## config.mk

```make
export PLATFORM = sky130hd
export DESIGN_NAME = seq_alu
export DESIGN_NICKNAME = d
export VERILOG_FILES = /design/src/rtl/alu_pkg.sv /design/src/rtl/seq_muldiv.sv /design/src/rtl/seq_alu.sv
export SDC_FILE = /design/constraint.sdc
export NUM_CORES = 2
export LEC_CHECK = 0
export ABC_CLOCK_PERIOD_IN_PS = 5790
export CAP_MARGIN = 5
export CORE_MARGIN = 4
export CORE_UTILIZATION = 39
export DETAILED_ROUTE_END_ITERATION = 6
export PLACE_DENSITY = 0.57
export SLEW_MARGIN = 15
export SYNTH_ARGS = -nofsm -noshare
export SYNTH_HDL_FRONTEND = slang
export SYNTH_SLANG_ARGS = --single-unit
```

## constraint.sdc

```tcl
create_clock -name clock -period 5.79 [get_ports clock]
set_input_delay 1.158 -clock clock [delete_from_list [all_inputs] [get_ports clock]]
set_output_delay 1.158 -clock clock [all_outputs]
set_load 0.02 [all_outputs]
```

## src/rtl/alu_pkg.sv

```systemverilog
// Shared opcode encodings and FSM state type for the sequential ALU.
package alu_pkg;

  localparam int unsigned OP_W = 5;

  localparam logic [OP_W-1:0] OP_AND  = 5'b00101;
  localparam logic [OP_W-1:0] OP_OR   = 5'b00110;
  localparam logic [OP_W-1:0] OP_ADD  = 5'b00011;
  localparam logic [OP_W-1:0] OP_SUB  = 5'b00100;
  localparam logic [OP_W-1:0] OP_MUL  = 5'b10000;
  localparam logic [OP_W-1:0] OP_DIV  = 5'b01111;
  localparam logic [OP_W-1:0] OP_SHR  = 5'b01001;
  localparam logic [OP_W-1:0] OP_SHRA = 5'b01010;
  localparam logic [OP_W-1:0] OP_SHL  = 5'b01011;
  localparam logic [OP_W-1:0] OP_ROR  = 5'b00111;
  localparam logic [OP_W-1:0] OP_ROL  = 5'b01000;
  localparam logic [OP_W-1:0] OP_NEG  = 5'b10001;
  localparam logic [OP_W-1:0] OP_NOT  = 5'b10010;

  typedef enum logic [1:0] {
    ST_IDLE = 2'd0,
    ST_MUL  = 2'd1,
    ST_DIV  = 2'd2,
    ST_FIN  = 2'd3
  } alu_state_t;

endpackage

```

## src/rtl/seq_muldiv.sv

```systemverilog
// Iterative radix-2 Booth multiplier and non-restoring magnitude divider,
// one iteration per cycle, with sign fix-up presented on the result outputs.
module seq_muldiv #(
  parameter int unsigned WIDTH = 32
) (
  input  logic             clk,
  input  logic             rst_n,
  input  logic             go,
  input  logic             is_div,
  input  logic [WIDTH-1:0] a,
  input  logic [WIDTH-1:0] b,
  output logic             fin,
  output logic [WIDTH-1:0] res_lo_c,
  output logic [WIDTH-1:0] res_hi_c
);

  localparam int unsigned CNT_W = $clog2(WIDTH);
  localparam int unsigned RW    = WIDTH + 2;

  logic             run;
  logic [CNT_W-1:0] cnt;
  logic             div_mode;
  logic             q_neg;
  logic             r_neg;
  logic [WIDTH:0]   acc;
  logic [WIDTH-1:0] qr;
  logic             q_m1;
  logic [WIDTH-1:0] m;
  logic [RW-1:0]    rem;

  logic [WIDTH-1:0] mag_a;
  logic [WIDTH-1:0] mag_b;
  logic [RW-1:0]    d_ext;
  logic [WIDTH:0]   booth_sum;
  logic [RW-1:0]    div_sh;
  logic [RW-1:0]    div_nx;
  logic [WIDTH-1:0] rem_mag;

  assign mag_a = a[WIDTH-1] ? -a : a;
  assign mag_b = b[WIDTH-1] ? -b : b;
  assign d_ext = RW'(m);

  // One Booth step (accumulator is one bit wider so m = most-negative cannot overflow)
  // and one non-restoring divide step.
  always_comb begin
    booth_sum = acc;
    case ({qr[0], q_m1})
      2'b01:   booth_sum = acc + {m[WIDTH-1], m};
      2'b10:   booth_sum = acc - {m[WIDTH-1], m};
      default: booth_sum = acc;
    endcase
    div_sh = {rem[RW-2:0], qr[WIDTH-1]};
    div_nx = rem[RW-1] ? (div_sh + d_ext) : (div_sh - d_ext);
  end

  always_ff @(posedge clk or negedge rst_n) begin
    if (!rst_n) begin
      run      <= 1'b0;
      cnt      <= '0;
      fin      <= 1'b0;
      div_mode <= 1'b0;
      q_neg    <= 1'b0;
      r_neg    <= 1'b0;
      acc      <= '0;
      qr       <= '0;
      q_m1     <= 1'b0;
      m        <= '0;
      rem      <= '0;
    end else if (go) begin
      run      <= 1'b1;
      cnt      <= '0;
      fin      <= 1'b0;
      div_mode <= is_div;
      q_neg    <= a[WIDTH-1] ^ b[WIDTH-1];
      r_neg    <= a[WIDTH-1];
      acc      <= '0;
      q_m1     <= 1'b0;
      rem      <= '0;
      m        <= is_div ? mag_b : a;
      qr       <= is_div ? mag_a : b;
    end else if (run) begin
      cnt <= cnt + CNT_W'(1);
      // fin marks the cycle in which the final iteration is performed
      fin <= (cnt == CNT_W'(WIDTH - 2));
      if (cnt == CNT_W'(WIDTH - 1)) begin
        run <= 1'b0;
      end
      if (div_mode) begin
        rem <= div_nx;
        qr  <= {qr[WIDTH-2:0], ~div_nx[RW-1]};
      end else begin
        acc  <= {booth_sum[WIDTH], booth_sum[WIDTH:1]};
        qr   <= {booth_sum[0], qr[WIDTH-1:1]};
        q_m1 <= qr[0];
      end
    end else begin
      fin <= 1'b0;
    end
  end

  // Final remainder restore, then quotient truncates toward zero and remainder follows the dividend.
  always_comb begin
    rem_mag  = WIDTH'(rem[RW-1] ? (rem + d_ext) : rem);
    res_lo_c = qr;
    res_hi_c = acc[WIDTH-1:0];
    if (div_mode) begin
      res_lo_c = q_neg ? -qr : qr;
      res_hi_c = r_neg ? -rem_mag : rem_mag;
    end
  end

endmodule

```

## src/rtl/seq_alu.sv

```systemverilog
// Multi-cycle ALU: single-cycle logic/arith/shift ops plus iterative signed MUL/DIV
// behind a start/done handshake, with registered LO/HI results and dbz/err flags.
module seq_alu #(
  parameter int unsigned WIDTH   = 32,
  parameter int unsigned SHAMT_W = $clog2(WIDTH)
) (
  input  logic             clock,
  input  logic             clear,
  input  logic             start,
  input  logic [4:0]       opcode,
  input  logic [WIDTH-1:0] A,
  input  logic [WIDTH-1:0] B,
  output logic             busy,
  output logic             done,
  output logic [WIDTH-1:0] Zlowout,
  output logic [WIDTH-1:0] Zhighout,
  output logic             dbz,
  output logic             err
);

  import alu_pkg::*;

  alu_state_t       state;
  logic [SHAMT_W-1:0] sh_c;
  logic [SHAMT_W-1:0] rol_amt_c;
  logic [WIDTH-1:0] alu_c;
  logic             unk_c;
  logic             is_div_c;
  logic             div_zero_c;
  logic             go_c;
  logic             fin;
  logic [WIDTH-1:0] md_lo_c;
  logic [WIDTH-1:0] md_hi_c;

  assign sh_c       = B[SHAMT_W-1:0];
  assign rol_amt_c  = SHAMT_W'(0) - sh_c;
  assign is_div_c   = (opcode == OP_DIV);
  assign div_zero_c = (B == '0);
  assign go_c       = (state == ST_IDLE) && start &&
                      ((opcode == OP_MUL) || (is_div_c && !div_zero_c));

  // Single-cycle operation results
  always_comb begin
    alu_c = '0;
    unk_c = 1'b0;
    case (opcode)
      OP_AND:  alu_c = A & B;
      OP_OR:   alu_c = A | B;
      OP_ADD:  alu_c = A + B;
      OP_SUB:  alu_c = A - B;
      OP_SHR:  alu_c = A >> sh_c;
      OP_SHRA: alu_c = $signed(A) >>> sh_c;
      OP_SHL:  alu_c = A << sh_c;
      OP_ROR:  alu_c = WIDTH'({A, A} >> sh_c);
      OP_ROL:  alu_c = WIDTH'({A, A} >> rol_amt_c);
      OP_NEG:  alu_c = -A;
      OP_NOT:  alu_c = ~A;
      OP_MUL, OP_DIV: alu_c = '0;
      default: begin
        alu_c = '0;
        unk_c = 1'b1;
      end
    endcase
  end

  seq_muldiv #(
    .WIDTH(WIDTH)
  ) u_muldiv (
    .clk     (clock),
    .rst_n   (clear),
    .go      (go_c),
    .is_div  (is_div_c),
    .a       (A),
    .b       (B),
    .fin     (fin),
    .res_lo_c(md_lo_c),
    .res_hi_c(md_hi_c)
  );

  // Sequencer and output registers
  always_ff @(posedge clock or negedge clear) begin
    if (!clear) begin
      state    <= ST_IDLE;
      busy     <= 1'b0;
      done     <= 1'b0;
      Zlowout  <= '0;
      Zhighout <= '0;
      dbz      <= 1'b0;
      err      <= 1'b0;
    end else begin
      done <= 1'b0;
      case (state)
        ST_IDLE: begin
          if (start) begin
            if (opcode == OP_MUL) begin
              state <= ST_MUL;
              busy  <= 1'b1;
            end else if (is_div_c && !div_zero_c) begin
              state <= ST_DIV;
              busy  <= 1'b1;
            end else if (is_div_c) begin
              Zlowout  <= '1;
              Zhighout <= A;
              dbz      <= 1'b1;
              err      <= 1'b0;
              done     <= 1'b1;
            end else begin
              Zlowout  <= alu_c;
              Zhighout <= '0;
              dbz      <= 1'b0;
              err      <= unk_c;
              done     <= 1'b1;
            end
          end
        end
        ST_MUL, ST_DIV: begin
          if (fin) begin
            state <= ST_FIN;
          end
        end
        ST_FIN: begin
          Zlowout  <= md_lo_c;
          Zhighout <= md_hi_c;
          dbz      <= 1'b0;
          err      <= 1'b0;
          done     <= 1'b1;
          busy     <= 1'b0;
          state    <= ST_IDLE;
        end
        default: begin
          state <= ST_IDLE;
          busy  <= 1'b0;
        end
      endcase
    end
  end

endmodule

```

# [Word-level counts from Yosys, hierarchy flattened]
# Cells that the tools add are included.
[totals] ff_bits=212 latch_bits=0 mem_bits_rw=0 mem_bits_ro=0 input_bits=72 output_inout_bits=68 word_cells=149 mem_count=0
[op_classes] addsub=13 mul=0 div=0 n_lt_le_gt_ge=0 eq_ne=26 shifts=5 n_mux=65 n_bitwise=5 n_reduce_logical=17
[ops] op="$mux 32" n=20
[ops] op="$pmux 32 s11" n=1
[ops] op="$mux 34" n=4
[ops] op="$neg 32->32" n=4
[ops] op="$pmux 32 s2" n=2
[ops] op="$shr 64x5->32" n=2
[ops] op="$mux 33" n=3
[ops] op="$pmux 33 s2" n=1
[ops] op="$add 32x32->32" n=2
[ops] op="$add 34x32->34" n=1
[ops] op="$sub 34x32->34" n=1
[ops] op="$add 33x33->33" n=1
[ops] op="$sub 33x33->33" n=1
[ops] op="$and 32x32->32" n=1
[ops] op="$logic_not 32->1" n=1
[ops] op="$not 32->32" n=1
[ops] op="$or 32x32->32" n=1
[ops] op="$shl 32x5->32" n=1
[ops] op="$shr 32x5->32" n=1
[ops] op="$sshr 32x5->32" n=1
[ops] op="$sub 32x32->32" n=1
[ops] op="$eq 5x4->1 const B" n=5
[ops] op="$eq 5x5->1 const B" n=5
[ops] op="$mux 1" n=23
[ops] op="other kinds (25)" n=47

# [Depth between registers and ports, before layout]
[depth] word_depth=8 ltp_mapped=26

# [Hierarchy]
# Synthesis repeated with hierarchy kept, for this count alone.
[hier_totals] hier_cells=4130 area_unflattened_um2=30915.9
[by_module_without_submodules] mod="seq_muldiv" n_inst=1 cells_each=2104 area_each_um2=16213.0
[by_module_without_submodules] mod="seq_alu" n_inst=1 cells_each=2026 area_each_um2=14702.9

# [Worst setup path after synthesis]
# No wires, ideal clock.
[synth_path] path_type="in2reg" startpoint="in B[1]" endpoint="reg Zlowout[28]" arrival_ns=6.617 required_time_ns=5.691 setup_slack_ns=-0.926 cell_stages=23 path_cell_list="clkbuf_1 > inv_2 > buf_1 > clkbuf_1 > ha_1 > or3b_1 > or3_1 > nand2b_1 > or3_1 > or3_1 > o31ai_1 > xor2_1 > ha_1 > a21o_1 > a21oi_1 > o21ai_0 > a21o_1 > a31oi_1 > o211ai_1 > a21oi_1 > and3_1 > o21ai_0 > a311oi_1"
[synth_via] elab_chain_cells=8 elab_cells_between_ends=19
[synth_lines] element="from (decl)" line_no="seq_alu.sv:12" text="input logic [WIDTH-1:0] B,"
[synth_lines] element="$sub 1x5->5" line_no="seq_alu.sv:36" text="assign rol_amt_c = SHAMT_W'(0) - sh_c;"
[synth_lines] element="$shr 64x5->32" line_no="seq_alu.sv:55" text="OP_ROL: alu_c = WIDTH'({A, A} >> rol_amt_c);"
[synth_lines] element="$pmux 32 s11" line_no="seq_alu.sv:46" text="case (opcode)"
[synth_lines] element="$mux 32" line_no="seq_alu.sv:101" text="end else if (is_div_c) begin"
[synth_lines] element="$mux 32" line_no="seq_alu.sv:98" text="end else if (is_div_c && !div_zero_c) begin"
[synth_lines] element="$mux 32" line_no="seq_alu.sv:95" text="if (opcode == OP_MUL) begin"
[synth_lines] element="$mux 32" line_no="seq_alu.sv:94" text="if (start) begin"
[synth_lines] element="$pmux 32 s2" line_no="seq_alu.sv:92" text="case (state)"
[synth_lines] element="to (signal assigned)" line_no="seq_alu.sv:108" text="Zlowout <= alu_c;"
[synth_lines] element="to (signal assigned)" line_no="seq_alu.sv:122" text="Zlowout <= md_lo_c;"
[synth_lines] element="to (decl)" line_no="seq_alu.sv:15" text="output logic [WIDTH-1:0] Zlowout,"
# Parallel ways exist; a longest one is shown, timed or not. The select of a mux whose other input is x is not followed.
# A chain may end at the register's enable or synchronous reset.

# [Worst setup path after layout]
[layout_path] startpoint="in B[1]" endpoint="reg Zlowout[30]"
# Same word-level chain as after synthesis.

==> metrics <==
run status completed; DR DRC count 0; clk buf depth 3; Via-to-Cell Ratio 6.359; overall power 19.80 mW; layout cell share with drive strength beyond 1 12.00%; area of the multi-input gates 0.02206 mm2; I/O pin total 140; initial core utilization 39.62%; total congestion overflow 0; final critical-path required period 5.342 ns; Chip Width 278.6 um; Fmax 187.2 MHz; Netlist Area Pre-Place 0.02856 mm2; max-cap viol count 0; CTS hold repair buffers 0; synth warn 0; cell total after placement 5,015; Switching Fraction 53.57%; post-synthesis net count 4,169; part of the cycle the worst path needs 92.26%; total track usage 34.74%; initial drt markers 3,669; Final GP Congestion 1.057; fin cells 5,070; CP cell instances buf_2 > inv_8 > ha_4 > or3b_4 > or3_4 > nand2b_4 > or3_4 > or3_4 > o31ai_4 > xor2_1 > ha_1 > a21o_1 > a21oi_1 > o21ai_1 > a21o_1 > a31oi_2 > o211ai_1 > a21oi_2 > mux2i_1 > o211a_1 > a211oi_1; Psw 10.61 mW; Pleak 13.96 nW; leading register cell type out of synthesis dfrtp_1; Seq pwr share 16.0%; post-route ant nets 0; Initial DRT Pass Iterations 6; Crit Path Max Fanout 4; TritonCTS clock tree built; Slew @ Worst Pin 1.127 ns; pwr/cell area 595.0 mW/mm2; largest net degree at the start of global routing 86; Final WS setup 0.4482 ns; final core utilization 46.16%; Sequential cell area 0.005284 mm2; Final setup viols 0; internal power 9.192 mW; RSZ-0062 raised after global routing false; first-pass GRT wire length 205,800 um; max incr delay on CP 0.41 ns; slowest CP cell or3_4; setup tns final 0 ns; via count 32,240; Die ar. 0.07763 mm2; required time of the critical path 6.28 ns; Crit Path Category input pin to flip-flop; Min-Delay Path Class flip-flop to flip-flop; EDFF count, synth 0; Cells after Synth 3,948; Distinct cells, synth 95; std cell rows 98; initial antenna violation count 8; H-tree lvl count 1; clock skew 0.03530 ns; port bufs 139; clk_lat worst skew 0.62 ns; Place WS -0.08883 ns; VDD IR max 505.3 uV; number of nets in the layout 4,317; clock share of power 9.1%; Die Height 278.6 um; fillers 7,528; Core ar. 0.07210 mm2; Syn Area/Cell 7.235 um2; sequential fraction of the synthesis area 18.49%; ys async rst share 100.0%; Root Buffer clkbuf_16; vias in the first global route 30,390; logic gate share of total power 74.9%; post_cts resized 0; synth-to-layout area growth 16.51%; Pins Over Slew Limit 0; clock slew at reported path FFs 0.06 ns; Final Routed Wirelength 140,600 um; Worst slew margin 24.72%; per-cell routed wire length 27.73 um; Final Hold Fails 0; # Post-CTS Setup Buffers 0; Worst setup EP type flip-flop; Crit path top cell by count or3_4; clk sink count 211; cts bufs inserted 29; Arrival @ worst endpoint 5.83 ns; #FFs+latches synth 211; Post-DP HPWL 110,000 um; type of origin of the critical path input pin
[power groups by stage]
stage / clock (mW) / combinational [mW] / sequential, mW
after floorplan: 0 / 10.3 / 2.94
after global placement: 0 / 14.5 / 3.17
after detailed placement: 0 / 14.5 / 3.17
after CTS: 1.84 / 14.6 / 3.16
after global routing: 1.88 / 16.3 / 3.25
final: 1.81 / 14.8 / 3.17
[layer usage]
metal	up-vias	GRT usage, %	wire length (um)
met4	4	19.51	10020
li1	14680	-	-
met2	1641	54.09	60700
met5	-	0	27
met1	15520	45.80	57340
met3	391	5.836	12500
[synthesized netlist by cell type (all sizes together) (12+ instances only)]
cell     number  area share, %
clkbuf      253            3.3
o21a         26           0.68
xor2        163            5.0
a22o         13           0.40
or3          55            1.2
inv          64           0.84
nor3b        14           0.37
buf          50           0.75
o211ai       75            2.0
and2         23           0.50
nand2       520            6.8
o221ai       22           0.67
nor2        442            5.8
a221oi       56            1.7
mux2i       154            5.4
a21o         74            2.0
mux4         34            2.7
xnor2       152            4.7
o2111ai      13           0.44
nand3        48           0.84
a211oi       49            1.3
o41ai        12           0.39
a31oi        33           0.78
o21ai       337            5.9
dfrtp       211             18
nor2b        34           0.74
o21bai       15           0.39
and3         20           0.44
a221o        14           0.49
ha          145            6.4
a21oi       386            6.8
nand4        29           0.64
o31ai        33           0.90
nor4         26           0.64
nor3         83            1.5
nand2b       47            1.0
mux2         47            1.9
o22ai        27           0.59
[cell type report]
cell class | count | share of cell area, %
clock buffer | 40 | 2.515
timing repair buffer | 420 | 10.64
tap | 950 | 3.572
multi-input combinational | 3368 | 66.30
sequential | 211 | 15.88
antenna | 2 | 0.01504
inverter | 66 | 0.7670
clock inverter | 13 | 0.3121
[registers in the layout, indices dropped and copies added, names as in the netlist]
register and count:
Zhighout 32, Zlowout 32, busy 1, dbz 1
done 1, err 1, state 2, u_muldiv.acc 32
u_muldiv.cnt 5, u_muldiv.div_mode 1, u_muldiv.fin 1, u_muldiv.m 32
u_muldiv.q_m1 1, u_muldiv.q_neg 1, u_muldiv.qr 32, u_muldiv.r_neg 1
u_muldiv.rem 34, u_muldiv.run 1
[layout by cell type (no fill, tap or decap), types with 75 or more instances in the layout]
| master | Yosys | routed |
|---|---|---|
| buf_4 | 2 | 277 |
| mux2i_1 | 154 | 154 |
| xnor2_1 | 152 | 148 |
| nand2_1 | 520 | 519 |
| nor2_1 | 442 | 438 |
| clkdlybuf4s50_1 | 0 | 132 |
| dfrtp_1 | 211 | 208 |
| o211ai_1 | 75 | 75 |
| xor2_1 | 163 | 162 |
| a21oi_1 | 384 | 382 |
| o21ai_0 | 328 | 326 |
| nor3_1 | 82 | 78 |
| ha_1 | 145 | 142 |
[metrics by stage]
stage	hold WS (ns)	cell area, um2
after floorplan	0.4604	28700
after global placement	0.4584	32330
after detailed placement	0.4594	32330
after CTS	0.4725	33270
after global routing	0.5048	33270
final	0.4650	33280
[path summary, 6_finish.rpt]
path / to / start / cells after the start / slack [ns]
worst min-delay path: Zlowout[9] / Zlowout[9] / 2 / 0.47
min in group asynchronous: u_muldiv.rem[24] / clear / 1 / 0.52
max in group asynchronous: u_muldiv.acc[0] / clear / 2 / 4.04
worst max register to register: u_muldiv.rem[32] / u_muldiv.m[2] / 22 / 0.63
worst max-delay path: Zlowout[30] / B[1] / 21 / 0.45
worst min register to register: Zlowout[9] / Zlowout[9] / 2 / 0.47
[critical path: cells and delay by family]
| kind | cells | cell delay, ns |
|---|---|---|
| AO/OA/AOI/OAI | 10 | 2.02 |
| XOR/XNOR | 1 | 0.22 |
| adder cells (fa/ha/maj) | 2 | 0.43 |
| buffers and inverters | 2 | 0.21 |
| multiplexers | 1 | 0.12 |
| AND/OR/NAND/NOR | 5 | 1.67 |
[cell families (layout without fill, tap and decap cells)]
group / after synthesis / after routing / share of synthesized area [%]
simple gates: 1381 / 1381 / 21.61
compound gates: 1288 / 1288 / 28.74
buf+inv: 369 / 539 / 4.941
xor+xnor: 315 / 315 / 9.659
mux: 235 / 235 / 9.931
flops: 211 / 211 / 18.49
fa+ha+maj: 149 / 149 / 6.632
other cells: 0 / 2 / 0
Power figures use the tool's default switching activity.
